[src/rtl/dm_img_loader.sv]
// rtl/dm_img_loader.sv - packs a byte stream into 32-bit words and writes them into DM
// In IDLE the CPU's DM port passes straight through; while loading the loader owns DM.
module dm_img_loader #(
  parameter int ADDR_W    = 13,
  parameter int NUM_WORDS = 196
) (
  input  logic              clk,
  input  logic              rst_n,
  input  logic              start,
  input  logic [ADDR_W-1:0] base_addr,
  input  logic [7:0]        byte_in,
  input  logic              byte_vld,
  output logic              byte_rdy,
  input  logic [ADDR_W-1:0] cpu_addr,
  input  logic              cpu_re,
  input  logic              cpu_we,
  input  logic [31:0]       cpu_wrt_data,
  output logic              cpu_stall,
  output logic [ADDR_W-1:0] dm_addr,
  output logic              dm_re,
  output logic              dm_we,
  output logic [31:0]       dm_wrt_data,
  output logic              busy,
  output logic              done
);

  typedef enum logic [1:0] {IDLE, FILL, WRITE, DONE} state_t;

  localparam logic [ADDR_W-1:0] LAST_WORD = ADDR_W'(NUM_WORDS - 1);
  localparam logic [ADDR_W-1:0] ONE       = ADDR_W'(1);

  state_t            state, state_nxt;
  logic [1:0]        byte_cnt;
  logic [ADDR_W-1:0] word_cnt;
  logic [ADDR_W-1:0] base_q;
  logic [ADDR_W-1:0] addr_q;
  logic [31:0]       pack_reg;
  logic [31:0]       data_q;

  always_ff @(posedge clk or negedge rst_n) begin
    if (!rst_n) state <= IDLE;
    else        state <= state_nxt;
  end

  always_comb begin
    state_nxt = state;
    byte_rdy  = 1'b0;
    busy      = 1'b1;
    done      = 1'b0;
    case (state)
      IDLE: begin
        busy = 1'b0;
        if (start) state_nxt = FILL;
      end
      FILL: begin
        byte_rdy = 1'b1;
        if (byte_vld && byte_cnt == 2'd3) state_nxt = WRITE;
      end
      WRITE: state_nxt = (word_cnt == LAST_WORD) ? DONE : FILL;
      DONE: begin
        done      = 1'b1;
        state_nxt = IDLE;
      end
      default: state_nxt = IDLE;
    endcase
  end

  // addr_q/data_q are loaded on the 4th byte so WRITE drives DM purely from registers
  always_ff @(posedge clk or negedge rst_n) begin
    if (!rst_n) begin
      byte_cnt <= 2'd0;
      word_cnt <= '0;
      base_q   <= '0;
      addr_q   <= '0;
      pack_reg <= 32'd0;
      data_q   <= 32'd0;
    end else begin
      case (state)
        IDLE: begin
          if (start) begin
            base_q   <= base_addr;
            byte_cnt <= 2'd0;
            word_cnt <= '0;
            pack_reg <= 32'd0;
          end
        end
        FILL: begin
          if (byte_vld) begin
            pack_reg[8*byte_cnt +: 8] <= byte_in;
            byte_cnt                  <= byte_cnt + 2'd1;
            if (byte_cnt == 2'd3) begin
              addr_q <= base_q + word_cnt;
              data_q <= {byte_in, pack_reg[23:0]};
            end
          end
        end
        WRITE: begin
          if (word_cnt != LAST_WORD) word_cnt <= word_cnt + ONE;
        end
        default: ;
      endcase
    end
  end

  assign cpu_stall   = busy;
  assign dm_addr     = busy ? addr_q : cpu_addr;
  assign dm_re       = busy ? 1'b0 : cpu_re;
  assign dm_we       = busy ? (state == WRITE) : cpu_we;
  assign dm_wrt_data = busy ? data_q : cpu_wrt_data;

endmodule

[config.mk]
export PLATFORM = sky130hd
export DESIGN_NAME = dm_img_loader
export DESIGN_NICKNAME = d
export VERILOG_FILES = /design/src/rtl/dm_img_loader.sv
export SDC_FILE = /design/constraint.sdc
export NUM_CORES = 1
export LEC_CHECK = 0
export BUFFER_PORTS_ARGS = -buffer_cell sky130_fd_sc_hd__buf_2
export CAP_MARGIN = 20
export CORE_MARGIN = 1.5
export CORE_UTILIZATION = 42
export CTS_CLUSTER_SIZE = 10
export DETAILED_ROUTE_END_ITERATION = 8
export PLACE_DENSITY = 0.68
export SLEW_MARGIN = 15
export SYNTH_ARGS = -nofsm -noshare
export SYNTH_HDL_FRONTEND = slang
export SYNTH_SLANG_ARGS = --single-unit
[constraint.sdc]
create_clock -name clk -period 2.17 [get_ports clk]
set_input_delay 0.3255 -clock clk [delete_from_list [all_inputs] [get_ports clk]]
set_output_delay 0.3255 -clock clk [all_outputs]
set_load 0.005 [all_outputs]
# Word-level counts from Yosys, hierarchy flattened
# Index checks and enable logic that the tools add are counted.
# totals
regBits	107
input_bits	72
output_inout_bits	51
wordCells	53
# classes
mux	21
n_shift	2
reduce_logical	9
n_eq_ne	10
addsub	4
# op_table
op	n
32-bit 2-to-1 mux	3
32-bit case mux with 2 select lines	1
13-bit 2-to-1 mux	3
5-bit negator with 34-bit output	1
8-bit by 34-bit variable shift with 32-bit output (first input constant)	1
8-bit by 34-bit indexed part select with 32-bit output	1
32-bit bitwise mux	1
13-bit case mux with 2 select lines	1
13-bit by 1-bit adder with 13-bit output (second input constant)	1
13-bit adder	1
13-bit by 8-bit == test with 1-bit output (second input constant)	1
13-bit by 8-bit inequality test with 1-bit output (second input constant)	1
2-bit 2-to-1 mux	5
3-bit AND reduction	3
2-bit inequality test (second input constant)	4
2-bit case mux with 4 select lines	1
2-bit == test (second input constant)	3
1-bit 2-to-1 mux	5
2-bit case mux with 2 select lines	1
2-bit AND reduction	2
2-bit nonzero test	2
2-bit by 1-bit adder with 2-bit output (second input constant)	1
2-bit by 1-bit == test with 1-bit output (second input constant)	1
2-bit zero test	1
1-bit logical AND	1

# Depth between registers and ports, before layout
# Gate-level depths: netlist of run 1.
# logic_depth
depth_word	5
mapped_depth	9

# Worst setup path before layout of run 1
# OpenSTA, ideal clock, no wires.
# synth_timing
path_type	flip-flop to flip-flop
from	register word_cnt[0]
to	register addr_q[12]
path_buffers	0
t_arrival_ps	1993
required_ps	2048
path_stages_with_launch	10
setup_slack_ps	56
cell_sequence	dfrtp_1 ha_1 inv_1 fa_1 nand2b_1 a211oi_1 o21ai_0 a21oi_1 mux2i_1 nand2_1
# synth_via
elab_chain_len	1
# synth_lines
element	line_no	source
from (decl)	34	logic [ADDR_W-1:0] word_cnt;
from (signal assigned)	98	if (word_cnt != LAST_WORD) word_cnt <= word_cnt + ONE;
13-bit adder	92	addr_q <= base_q + word_cnt;
to (signal assigned)	92	
to (decl)	36	logic [ADDR_W-1:0] addr_q;
# No other way between the ends.
# A chain may end at the register's enable or synchronous reset.

# Worst setup path in the final report of run 1
# layout_timing
from	register word_cnt[3]
to	register addr_q[10]
# The elaborated chain is that of the path after synthesis.

==> results of run 1 <==
==> metrics by stage <==
step                      TNS (ps)  area, um2  utilization  power (mW)
final                            0       6360        0.532        7.06
after global routing             0       6360        0.532        7.54
after CTS                        0       6290        0.526        7.05
after detailed placement     -43.1       5960        0.498        5.35
after global placement           0       5960        0.498        5.26
after floorplan                  0       5130            -        4.44
==> how the worst max path moves through the flow <==
stage,slack [ps],end,from
global placement,3,addr_q[12],word_cnt[0]
detailed placement,-40,addr_q[12],word_cnt[0]
CTS,2,dm_addr[4],state[1]
floorplan,60,addr_q[12],word_cnt[0]
global route,10,pack_reg[2],byte_cnt[0]
finish,110,addr_q[10],word_cnt[3]
==> routing by layer <==
metal | routed length, um | share of wire
met1 | 4990 | 0.44
met2 | 5550 | 0.49
met3 | 503 | 0.045
met4 | 208 | 0.018
met5 | 0 | 0
==> synthesized netlist by cell type (2+ instances only) <==
library cell | n | share of area
sky130_fd_sc_hd__dfrtp_1 | 99 | 0.48
sky130_fd_sc_hd__mux2_2 | 90 | 0.20
sky130_fd_sc_hd__nand2_1 | 50 | 0.037
sky130_fd_sc_hd__o21ai_0 | 29 | 0.028
sky130_fd_sc_hd__a22o_1 | 18 | 0.031
sky130_fd_sc_hd__ha_1 | 17 | 0.041
sky130_fd_sc_hd__buf_2 | 15 | 0.015
sky130_fd_sc_hd__a21oi_1 | 14 | 0.014
sky130_fd_sc_hd__nor2_1 | 14 | 0.010
sky130_fd_sc_hd__inv_1 | 10 | 0.0073
sky130_fd_sc_hd__xor2_1 | 10 | 0.017
sky130_fd_sc_hd__nand2b_1 | 8 | 0.0098
sky130_fd_sc_hd__nand3_1 | 8 | 0.0078
sky130_fd_sc_hd__clkbuf_1 | 5 | 0.0037
sky130_fd_sc_hd__or3_1 | 5 | 0.0061
sky130_fd_sc_hd__xnor2_1 | 5 | 0.0085
sky130_fd_sc_hd__and2_1 | 4 | 0.0049
sky130_fd_sc_hd__nor3_1 | 4 | 0.0039
sky130_fd_sc_hd__a21o_1 | 3 | 0.0044
sky130_fd_sc_hd__nand4_1 | 3 | 0.0037
sky130_fd_sc_hd__nor2b_1 | 3 | 0.0037
sky130_fd_sc_hd__o211ai_1 | 3 | 0.0044
sky130_fd_sc_hd__a211oi_1 | 2 | 0.0029
sky130_fd_sc_hd__and3_1 | 2 | 0.0024
sky130_fd_sc_hd__and4_1 | 2 | 0.0034
sky130_fd_sc_hd__mux2i_1 | 2 | 0.0039
sky130_fd_sc_hd__nor4_1 | 2 | 0.0024
sky130_fd_sc_hd__o21ai_1 | 2 | 0.0020
sky130_fd_sc_hd__o31ai_1 | 2 | 0.0029
==> kinds of logic after synthesis <==
family | Yosys count | share of synthesized area
and+or+nand+nor | 113 | 0.110
DFF | 99 | 0.483
muxes | 92 | 0.201
AOI/OAI and AO/OA | 82 | 0.104
buffers and inverters | 33 | 0.0302
adders and majority gates | 18 | 0.0454
xor gates and xnor gates | 15 | 0.0256
==> cell type report <==
class                           count  area (um2)
Tap cell                          147         184
Sequential cell                    99        2480
Timing Repair Buffer              140         792
Fill cell                        1062        5600
Inverter                           10        37.5
Clock inverter                      6        78.8
Multi-Input combinational cell    320        2550
Clock buffer                       10         239
==> report_power, final <==
| group | leakage [nW] | internal, mW | switching [mW] | total, mW |
|---|---|---|---|---|
| logic | 1.70 | 1.46 | 1.27 | 2.73 |
| clock network | 0.157 | 0.950 | 0.720 | 1.67 |
| registers | 1.31 | 2.35 | 0.316 | 2.66 |
==> repair_timing <==
| item | in CTS | in global routing |
|---|---|---|
| setup endpoints to repair | 21 | 30 |
| pin swaps | 0 | 3 |
| resized for setup | 2 | 9 |
| hold buffers | 1 | 0 |
| endpoints found under the hold margin | 38 | 0 |
| setup buffers | 0 | 4 |
==> summary by stage, run 1 <==
Worst setup path
The worst register-to-register path has a depth of 6. The most numerous cell type found on the critical path is sky130_fd_sc_hd__o21ai_0. The largest single stage delay on the critical path is 440 ps. The worst setup path is launched from a register.

In this run the register-to-register setup slack is 110 ps. In this run the critical register-to-register path is captured at addr_q[10]. The critical path crosses 6 cells after its start point. The launch point of the worst reg-to-reg path is word_cnt[3]. The classification of the worst setup path is register to register. Walking the worst path, the cells encountered are ha_1, o21ai_0, a211oi_4, o32ai_1, xor2_1, o21ai_0. Data arrives at the worst endpoint at 2290 ps.

The worst endpoint required time is 2390 ps. The kind of capture point of the worst setup path is a register. Of all nets on the critical path, the largest fanout is 6. The critical path buffer and inverter count is 0.

Broken down by cell family, the worst path's largest delay share belongs to compound AO/OA/AOI/OAI gates. On the critical path, the stage with the largest delay is an instance of sky130_fd_sc_hd__dfrtp_1.

Cells and area
The final antenna diode count is 0. The synthesis-to-layout area growth is 24.0%. Of the cells placed in the final design, the portion with a size suffix greater than 1 is 0.444. The register with the most flip-flops in the layout has 32 of them. After the last flow step, the layout net total stands at 670. For this run, the number of standard cells in the final layout without fillers is 732. In the layout the commonest cells are sky130_fd_sc_hd__buf_2 (121), sky130_fd_sc_hd__dfrtp_1 (98), sky130_fd_sc_hd__mux2_2 (90). The most common cell after layout, fill and taps aside is sky130_fd_sc_hd__buf_2.

Floorplanning
The die height is 114 um. The die span in x is 114 um. The total die area is 0.0129 mm2. The area of the core is 0.0120 mm2. In this run the core area contains 40 standard-cell rows. The top-level I/O count is 123.

The starting density of the core is 0.429.

Clock network
The number of clock buffers inserted by TritonCTS is 9. In this run the clock root is driven by a sky130_fd_sc_hd__clkbuf_16. The H-tree level count is 3. TritonCTS built the clock tree. The number of clock sinks seen by CTS is 99.

The clock-pin slew on the worst setup and hold paths is 70 ps. The number of buffers on the longest clock path is 2. The later-pin clock latency in the skew report is 340 ps.

Routing
The final antenna-violating net count is 0. Dividing the detail-routed wire length by the instance count gives 15.4 um. The overall via count from detail_route is 3,868. The mean number of vias per cell is 5.28. The DRC violation count after routing is 0. The final wirelength is 11,200 um. The first TritonRoute pass finished after 4 iterations. The violation count after the first detailed-routing iteration is 135.

Global routing
The via count of the first global-routing pass came to 3,746. The initial antenna violation count is 0. Global routing finished with a remaining overflow of 0. The pin count of the biggest net entering global routing is 44. For this run, the total global-route usage over all layers was measured as 0.179.

The global routing stage identified its most utilized layer as met2. The first global-routing pass estimated 18,300 um of wire. The met3 demand-to-capacity share in global routing is 0.0345.

The fraction of met2 tracks used by global routing is 0.301. The global-route met1 utilization is 0.231.

Yosys
The cell count after synthesis is 452. The cell area that synthesis handed to floorplanning was 0.00513 mm2. For this run, the leading register cell type out of synthesis is sky130_fd_sc_hd__dfrtp_1. The synthesized design contains 99 register bits. In this run, distinct cell masters in the synthesized netlist total 50. After synthesis, the share of flip-flops with an asynchronous set or reset is 1.00. The sequential-to-total area share from yosys stat is 0.483. The number of enable-type register cells in the synthesized netlist is 0. The number of synthesis warnings is 0. The number of nets in the synthesized netlist is 542.

A synthesized cell averages 11.3 um2.

Min path
The sink of the worst hold path is base_q[8]. The min-delay analysis places its worst path in the category input pin to register. Counting instances, the worst hold path has a depth of 2. The startpoint of the tightest hold check path is base_addr[8].

Pwr
The analysis attributes to cell leakage a power of 3.17 nW. The power density over the cells is 1110 mW/mm2. The peak ir drop on the vdd network is 433 uV.

Place
Detailed placement finished with a half-perimeter wire length of 8330 um. The congestion estimate from routability-driven global placement came to 0.812. The number of port buffers is 122. Including well taps, the total number of placed cells is 711. Prior to clock tree synthesis, the placed netlist has a worst setup slack of -43.1 ps.

Timing
The final worst slack is 106 ps. The part of the cycle the worst path needs is 0.951. Timing would allow up to 485 MHz. The post-route minimum period is 2060 ps.

Setup repair after global routing left no endpoint under its margin. The number of hold violations in the final report is 0. The worst hold slack is 211 ps. The relative max-transition margin is 0.405. The final-report setup violation count is 0. Clock skew on the completed layout was measured at 7.85 ps.

For the pin with the worst max-slew slack, the measured transition is 886 ps. The number of pins with negative max-slew slack in the final report is 0.

Run status
The flow ran to the end, and the final reports show no timing, DRC or antenna violations.

Run
The total of max-cap violations is 0.
Note: power is estimated with default switching activity, not from simulation.
==> inputs of run 2 (changes only) <==
--- a/config.mk
+++ b/config.mk
@@ -11,7 +11,7 @@
 export CORE_UTILIZATION = 42
 export CTS_CLUSTER_SIZE = 10
 export DETAILED_ROUTE_END_ITERATION = 8
-export PLACE_DENSITY = 0.68
+export PLACE_DENSITY = 0.65
 export SLEW_MARGIN = 15
 export SYNTH_ARGS = -nofsm -noshare
 export SYNTH_HDL_FRONTEND = slang
==> constraint.sdc (replaced) <==
create_clock -name clk -period 2.55 [get_ports clk]
set_input_delay 0.3825 -clock clk [delete_from_list [all_inputs] [get_ports clk]]
set_output_delay 0.3825 -clock clk [all_outputs]
set_load 0.005 [all_outputs]
==> summary by stage, run 2 (synthesis results as in run 1) <==
Run status
The flow ran to the end, and the final reports show no timing, DRC or antenna violations.

Global routing
The most congested layer reported by global routing is met2. The via count of the first global-routing pass is 3,699. For this run the aggregate overflow at the end of global routing stands at 0. In the global route stage, met2 resource usage came out at 0.315. The total track usage is 0.181. The first global-routing pass estimated 18,300 um of wire.

The global-route met1 utilization is 0.228. The pin count of the biggest net entering global routing is 56. The met3 demand-to-capacity share in global routing is 0.0377. The initial antenna violation count was 0.

Cells and area
The share of post-route cells with drive strength above 1 is 0.422. The final antenna diode count is 0. The flip-flop count of the largest register after layout is 32. The net count of the finished layout is 658. The finished layout holds 720 standard cells, fillers aside. In the layout the commonest cells are sky130_fd_sc_hd__buf_2 (121), sky130_fd_sc_hd__dfrtp_1 (99), sky130_fd_sc_hd__mux2_2 (90). The number of filler cells placed in the layout is 1,061. The final instance area is 0.00621 mm2. The library cell used most frequently in the layout, excluding fill and tap cells, is sky130_fd_sc_hd__buf_2.

From synthesis to final layout, the design area changed by 21.0%.

Place
The cell area after placement is 0.00589 mm2. Once placement completed, the tool counted placed cells totaling 704. The number of port buffers is 122. The detailed placer's ending HPWL is 8390 um. At the end of routability-driven placement, the weighted congestion stood at 0.806.

Routing
After detailed routing, the total wire length is 11,300 um. After detailed routing, the average wire length per cell comes to 15.6 um. Using the TritonRoute via totals, the vias-per-cell ratio works out to 5.26. For this run, design rule violations remaining after detail routing come to 0.

Once detail routing completed, the nets flagged for antenna violations numbered 0. The violation count after the first detailed-routing iteration is 149. The number of iterations in the first detailed-routing pass is 4. The routed layout has 3,784 vias.

Floorplanning
The starting density of the core is 0.429. The die is 114 um wide. The core region is 0.0120 mm2. The die height is 114 um. After floorplanning, the core was divided into 40 placement rows. The top-level I/O count is 123.

The total die area is 0.0129 mm2.

Worst setup path
The setup slack of the most critical reg-to-reg path is 210 ps. At the worst endpoint, the arrival time is 2570 ps. Along the worst path, the maximum fanout reaches 5. The category of the worst setup path launch point is a register.

The kind of capture point of the worst setup path is a register. In this run the critical register-to-register path is launched from word_cnt[0]. The origin of the worst setup path is word_cnt[0].

The critical path in this run is classified as register to register. The worst endpoint required time is 2790 ps. The depth of the worst register-to-register path is 9. The endpoint of the worst register-to-register path is addr_q[12].

Pwr
The power density over the cells is 952 mW/mm2. The leakage power summed over all cells is 3.10 nW. The peak ir drop on the vdd network is 547 uV.

Clock network
The clock-pin slew on the worst setup and hold paths is 70 ps. The cell at the root of the clock tree is sky130_fd_sc_hd__clkbuf_16. Buffers inserted during clock tree synthesis total 9. Clock tree synthesis found a total of 99 sinks.

The number of buffers on the longest clock path is 2. After clock tree synthesis, the setup repair step added 0 buffers. The clock tree from TritonCTS is done. The H-tree generated during clock tree synthesis spans 3 levels. The later-pin clock latency in the skew report is 360 ps.

After clock tree synthesis, the repair step resized 0 gates. The cts-stage hold buffer count is 0.

Timing
Setup violations remaining at the end of the flow were counted as 0. The worst clock skew is 10.8 ps. Setup repair after global routing left no endpoint under its margin. The post-route minimum period is 2340 ps. The number of hold violations in the final report came to 0. The part of the cycle the worst path needs is 0.916.

After routing, the total negative slack on setup checks comes to 0 ps. At the pin with the least slew margin, the transition time is 945 ps. Derived from the worst setup path, the maximum achievable clock frequency is 428 MHz. The number of pins with negative max-slew slack in the final report is 0. The relative max-transition margin is 0.366.

Run
The total of max-cap violations is 0.

Min path
The type of the worst min-delay path is input pin to async pin.
run 2: cell types whose count changed in the layout (fill, tap and decap cells not counted), sizes merged:
cell,previous run,this run
buf,139,128
clkbuf,10,9
clkinv,2,0
dlygate4sd3,1,0
inv,13,16
run 2: cell type report:
type                    instances  area, um2  area share
clock buffers                   9        225      0.0363
well taps                     147        184      0.0296
flip-flops and latches         99       2480       0.399
multi-input cells             320       2510       0.405
clock inverters                 7       87.6      0.0141
repair buffers                128        683       0.110
inverters                      10       37.5     0.00604
run 2: layer usage:
layer,up-vias,wire (um)
met4,0,114
met1,1836,5000
met2,86,5690
li1,1851,-
met3,11,458
met5,-,0
run 2: worst max-delay path by stage:
stage            endpoint  slack [ps]  cells past startpoint
2_1_floorplan  addr_q[12]         440                      9
3_3_place_gp   addr_q[12]         230                      9
3_5_place_dp   addr_q[12]         150                      9
4_1_cts        addr_q[12]         130                      9
5_1_grt        addr_q[12]          20                      9
6_report       addr_q[12]         210                      9
run 2: report_power, final:
group          switching (mW)  internal [mW]
registers               0.292           1.99
logic                    1.04           1.16
clock network           0.645          0.789
run 2: critical path, cell delays in order (launching register included):
cell,delay (ps)
sky130_fd_sc_hd__dfrtp_1,450
sky130_fd_sc_hd__ha_1,200
sky130_fd_sc_hd__inv_1,50
sky130_fd_sc_hd__fa_1,390
sky130_fd_sc_hd__nand2b_1,220
sky130_fd_sc_hd__a211oi_2,280
sky130_fd_sc_hd__o21ai_0,170
sky130_fd_sc_hd__a21oi_1,200
sky130_fd_sc_hd__mux2i_1,200
sky130_fd_sc_hd__nand2_1,60
run 2: through the flow:
step / total power, mW / hold WS, ps / setup slack [ps] / utilization
3_3_place_gp: 4.45 / 423 / 229 / 0.493
6_report: 5.91 / 29.3 / 214 / 0.519
4_1_cts: 5.98 / 51.1 / 132 / 0.519
2_1_floorplan: 3.78 / 86.9 / 436 / -
3_5_place_dp: 4.53 / 431 / 151 / 0.493
5_1_grt: 6.30 / 65.6 / 17.0 / 0.519
==> inputs of run 3 (changes only) <==
--- a/config.mk
+++ b/config.mk
@@ -7,11 +7,13 @@
 export LEC_CHECK = 0
 export BUFFER_PORTS_ARGS = -buffer_cell sky130_fd_sc_hd__buf_2
 export CAP_MARGIN = 20
+export CELL_PAD_IN_SITES_DETAIL_PLACEMENT = 0
+export CELL_PAD_IN_SITES_GLOBAL_PLACEMENT = 1
 export CORE_MARGIN = 1.5
 export CORE_UTILIZATION = 42
 export CTS_CLUSTER_SIZE = 10
 export DETAILED_ROUTE_END_ITERATION = 8
-export PLACE_DENSITY = 0.65
+export PLACE_DENSITY_LB_ADDON = 0.1
 export SLEW_MARGIN = 15
 export SYNTH_ARGS = -nofsm -noshare
 export SYNTH_HDL_FRONTEND = slang
==> summary by stage, run 3 (synthesis results as in run 1) <==
Global routing
The first global-routing pass estimated 18,200 um of wire. The total track usage is 0.182. The via count of the first global-routing pass is 3,583.

Entering global routing, the biggest net connects 47 pins. The global route total overflow is 0. The initial antenna violation count is 0.

Routing
The final antenna-violating net count is 0. The detailed router placed 3,712 vias in this run. In the routed design, unresolved DRC markers number 0. The violation count after the first detailed-routing iteration is 93. The final layout contains routed wiring with a total length of 11,100 um.

The mean number of vias per cell is 5.14. The first detailed-routing pass took 4 iterations. Dividing the detail-routed wire length by the instance count gives 15.4 um.

Worst setup path
The critical path buffer and inverter count is 2. The worst setup path is launched from a register. The worst endpoint required time is 2170 ps.

The critical path's top delay family is flip-flops. For the worst setup path, the data arrival time is 1940 ps. STA classifies the critical path endpoint as an output pin. The cell with the largest stage delay on the worst path is sky130_fd_sc_hd__dfrtp_1.

The worst setup path is of the register to output pin kind. Along the worst path, the maximum fanout reaches 32. Walking the worst path, the cells encountered are nor2_4, buf_4, mux2_2, buf_2. The highest cell delay on the worst timing path is 540 ps.

Clock network
In this run the post-CTS setup repair buffer count came out at 0. The clock passes through at most 2 buffers. The number of clock buffers inserted by TritonCTS is 9. The clock net in this run drives a total of 99 sinks. The clock-pin slew on the worst setup and hold paths is 70 ps. The clock tree from TritonCTS is done. The H-tree level count is 3. The cell at the root of the clock tree is sky130_fd_sc_hd__clkbuf_16. The later-pin clock latency in the skew report is 340 ps. The cts-stage hold buffer count is 0.

Once the clock tree was built, the resizer swapped 0 gates to a different size.

Floorplanning
In this run the horizontal extent of the chip is 114 um. The number of placement rows is 40. The area of the core is 0.0120 mm2. The die height is 114 um.

For this design the top-level I/O count stands at 123. The starting density of the core is 0.429. The total die area is 0.0129 mm2.

Min path
The type of the worst min-delay path is input pin to async pin.

Timing
The number of pins with negative max-slew slack in the final report is 0. The number of hold violations in the final report is 0. The final-report setup violation count is 0.

Hold timing on the final database bottoms out at a slack of 41.9 ps. The post-route minimum period is 2320 ps. Measured against its own limit, the worst slew margin works out to 0.383.

The part of the cycle the worst path needs is 0.911. The aggregate negative setup slack is 0 ps. Setup repair after global routing left no endpoint under its margin.

The worst clock skew is 4.97 ps. The fmax is 431 MHz. The transition time of the tightest slew-check pin is 920 ps.

Place
The HPWL after detailed placement is 8360 um. The routability congestion estimate is 0.808. Port buffering added 122 buffers.

Cells and area
The number of nets in the final layout is 660. The number of filler cells placed in the layout is 1,091. The register with the most flip-flops in the layout has 32 of them. The share of post-route cells with drive strength above 1 is 0.423. The core utilization of the finished layout is 0.518. The final antenna diode count is 0. The library cell used most frequently in the layout, excluding fill and tap cells, is sky130_fd_sc_hd__buf_2.

In the final layout, flip-flops and latches occupy 0.00248 mm2. The top cell types in the final layout, fill and taps aside, are sky130_fd_sc_hd__buf_2 (121), sky130_fd_sc_hd__dfrtp_1 (99), sky130_fd_sc_hd__mux2_2 (90). The synthesis-to-layout area growth is 20.7%. In the final layout, the multi-input gates occupy 0.00251 mm2.

Pwr
Across the VDD grid, the largest voltage drop is 462 uV. The analysis attributes to net switching a power of 1.89 mW. The leakage power summed over all cells is 3.09 nW.

The share of power burned in combinational logic is 0.374. Internal power comes to 3.91 mW. Of the total power, the share spent switching nets is 0.325.

Of the total power, registers draw 0.394. The completed layout was analyzed and its total power is 5.80 mW. The power density over the cells is 936 mW/mm2.

The portion of total power attributed to the clock network is 0.232.

Run
The total of max-cap violations is 0.

Run status
The flow ran to the end, and the final reports show no timing, DRC or antenna violations.
[run 3: power groups by stage]
stage,Clock [mW],Sequential (mW),Combinational [mW]
6_report,1.35,2.28,2.17
5_1_grt,1.46,2.35,2.43
4_1_cts,1.38,2.30,2.20
3_5_place_dp,0,2.33,2.19
3_3_place_gp,0,2.31,2.17
2_1_floorplan,0,2.19,1.59
[run 3: routing by layer]
layer,share of wire,track usage,vias up
li1,-,-,1852
met2,0.46,0.287,93
met5,0,0,-
met3,0.040,0.0276,19
met4,0.032,0.0908,0
met1,0.46,0.247,1748
[run 3: path summary, 6_finish.rpt]
check | slack (ps) | start | to | cells past startpoint
worst min register to register | 480 | addr_q[3] | addr_q[3] | 2
worst max-delay path | 230 | state[0] | dm_addr[3] | 4
worst max register to register | 240 | word_cnt[0] | addr_q[12] | 9
min in group clk | 270 | base_addr[5] | base_q[5] | 2
max in group asynchronous | 1850 | rst_n | pack_reg[20] | 2
worst min-delay path | 40 | rst_n | data_q[16] | 1
[run 3: stage by stage]
| stage | setup slack [ps] | cell area, um2 | instances |
|---|---|---|---|
| final | 228 | 6190 | 722 |
| after global routing | 81.6 | 6190 | 722 |
| after CTS | 113 | 6190 | 722 |
| after detailed placement | 127 | 5890 | 706 |
| after global placement | 175 | 5890 | 706 |
| after floorplan | 436 | 5130 | 452 |
[run 3: cell type report]
type / count / area share
Sequential cell: 99 / 0.400
Tap cell: 147 / 0.0297
Inverter: 10 / 0.00606
Multi-Input combinational cell: 320 / 0.406
Clock buffer: 10 / 0.0370
Timing Repair Buffer: 130 / 0.111
Clock inverter: 6 / 0.0105
[run 3: worst register-to-register path, cell delays in order, from the launching register on]
cell and delay [ps]:
sky130_fd_sc_hd__dfrtp_1 450, sky130_fd_sc_hd__ha_1 220, sky130_fd_sc_hd__inv_1 60, sky130_fd_sc_hd__fa_1 390, sky130_fd_sc_hd__nand2b_1 210, sky130_fd_sc_hd__a211oi_2 260, sky130_fd_sc_hd__o21ai_0 160, sky130_fd_sc_hd__a21oi_1 200
sky130_fd_sc_hd__mux2i_1 190, sky130_fd_sc_hd__nand2_1 60
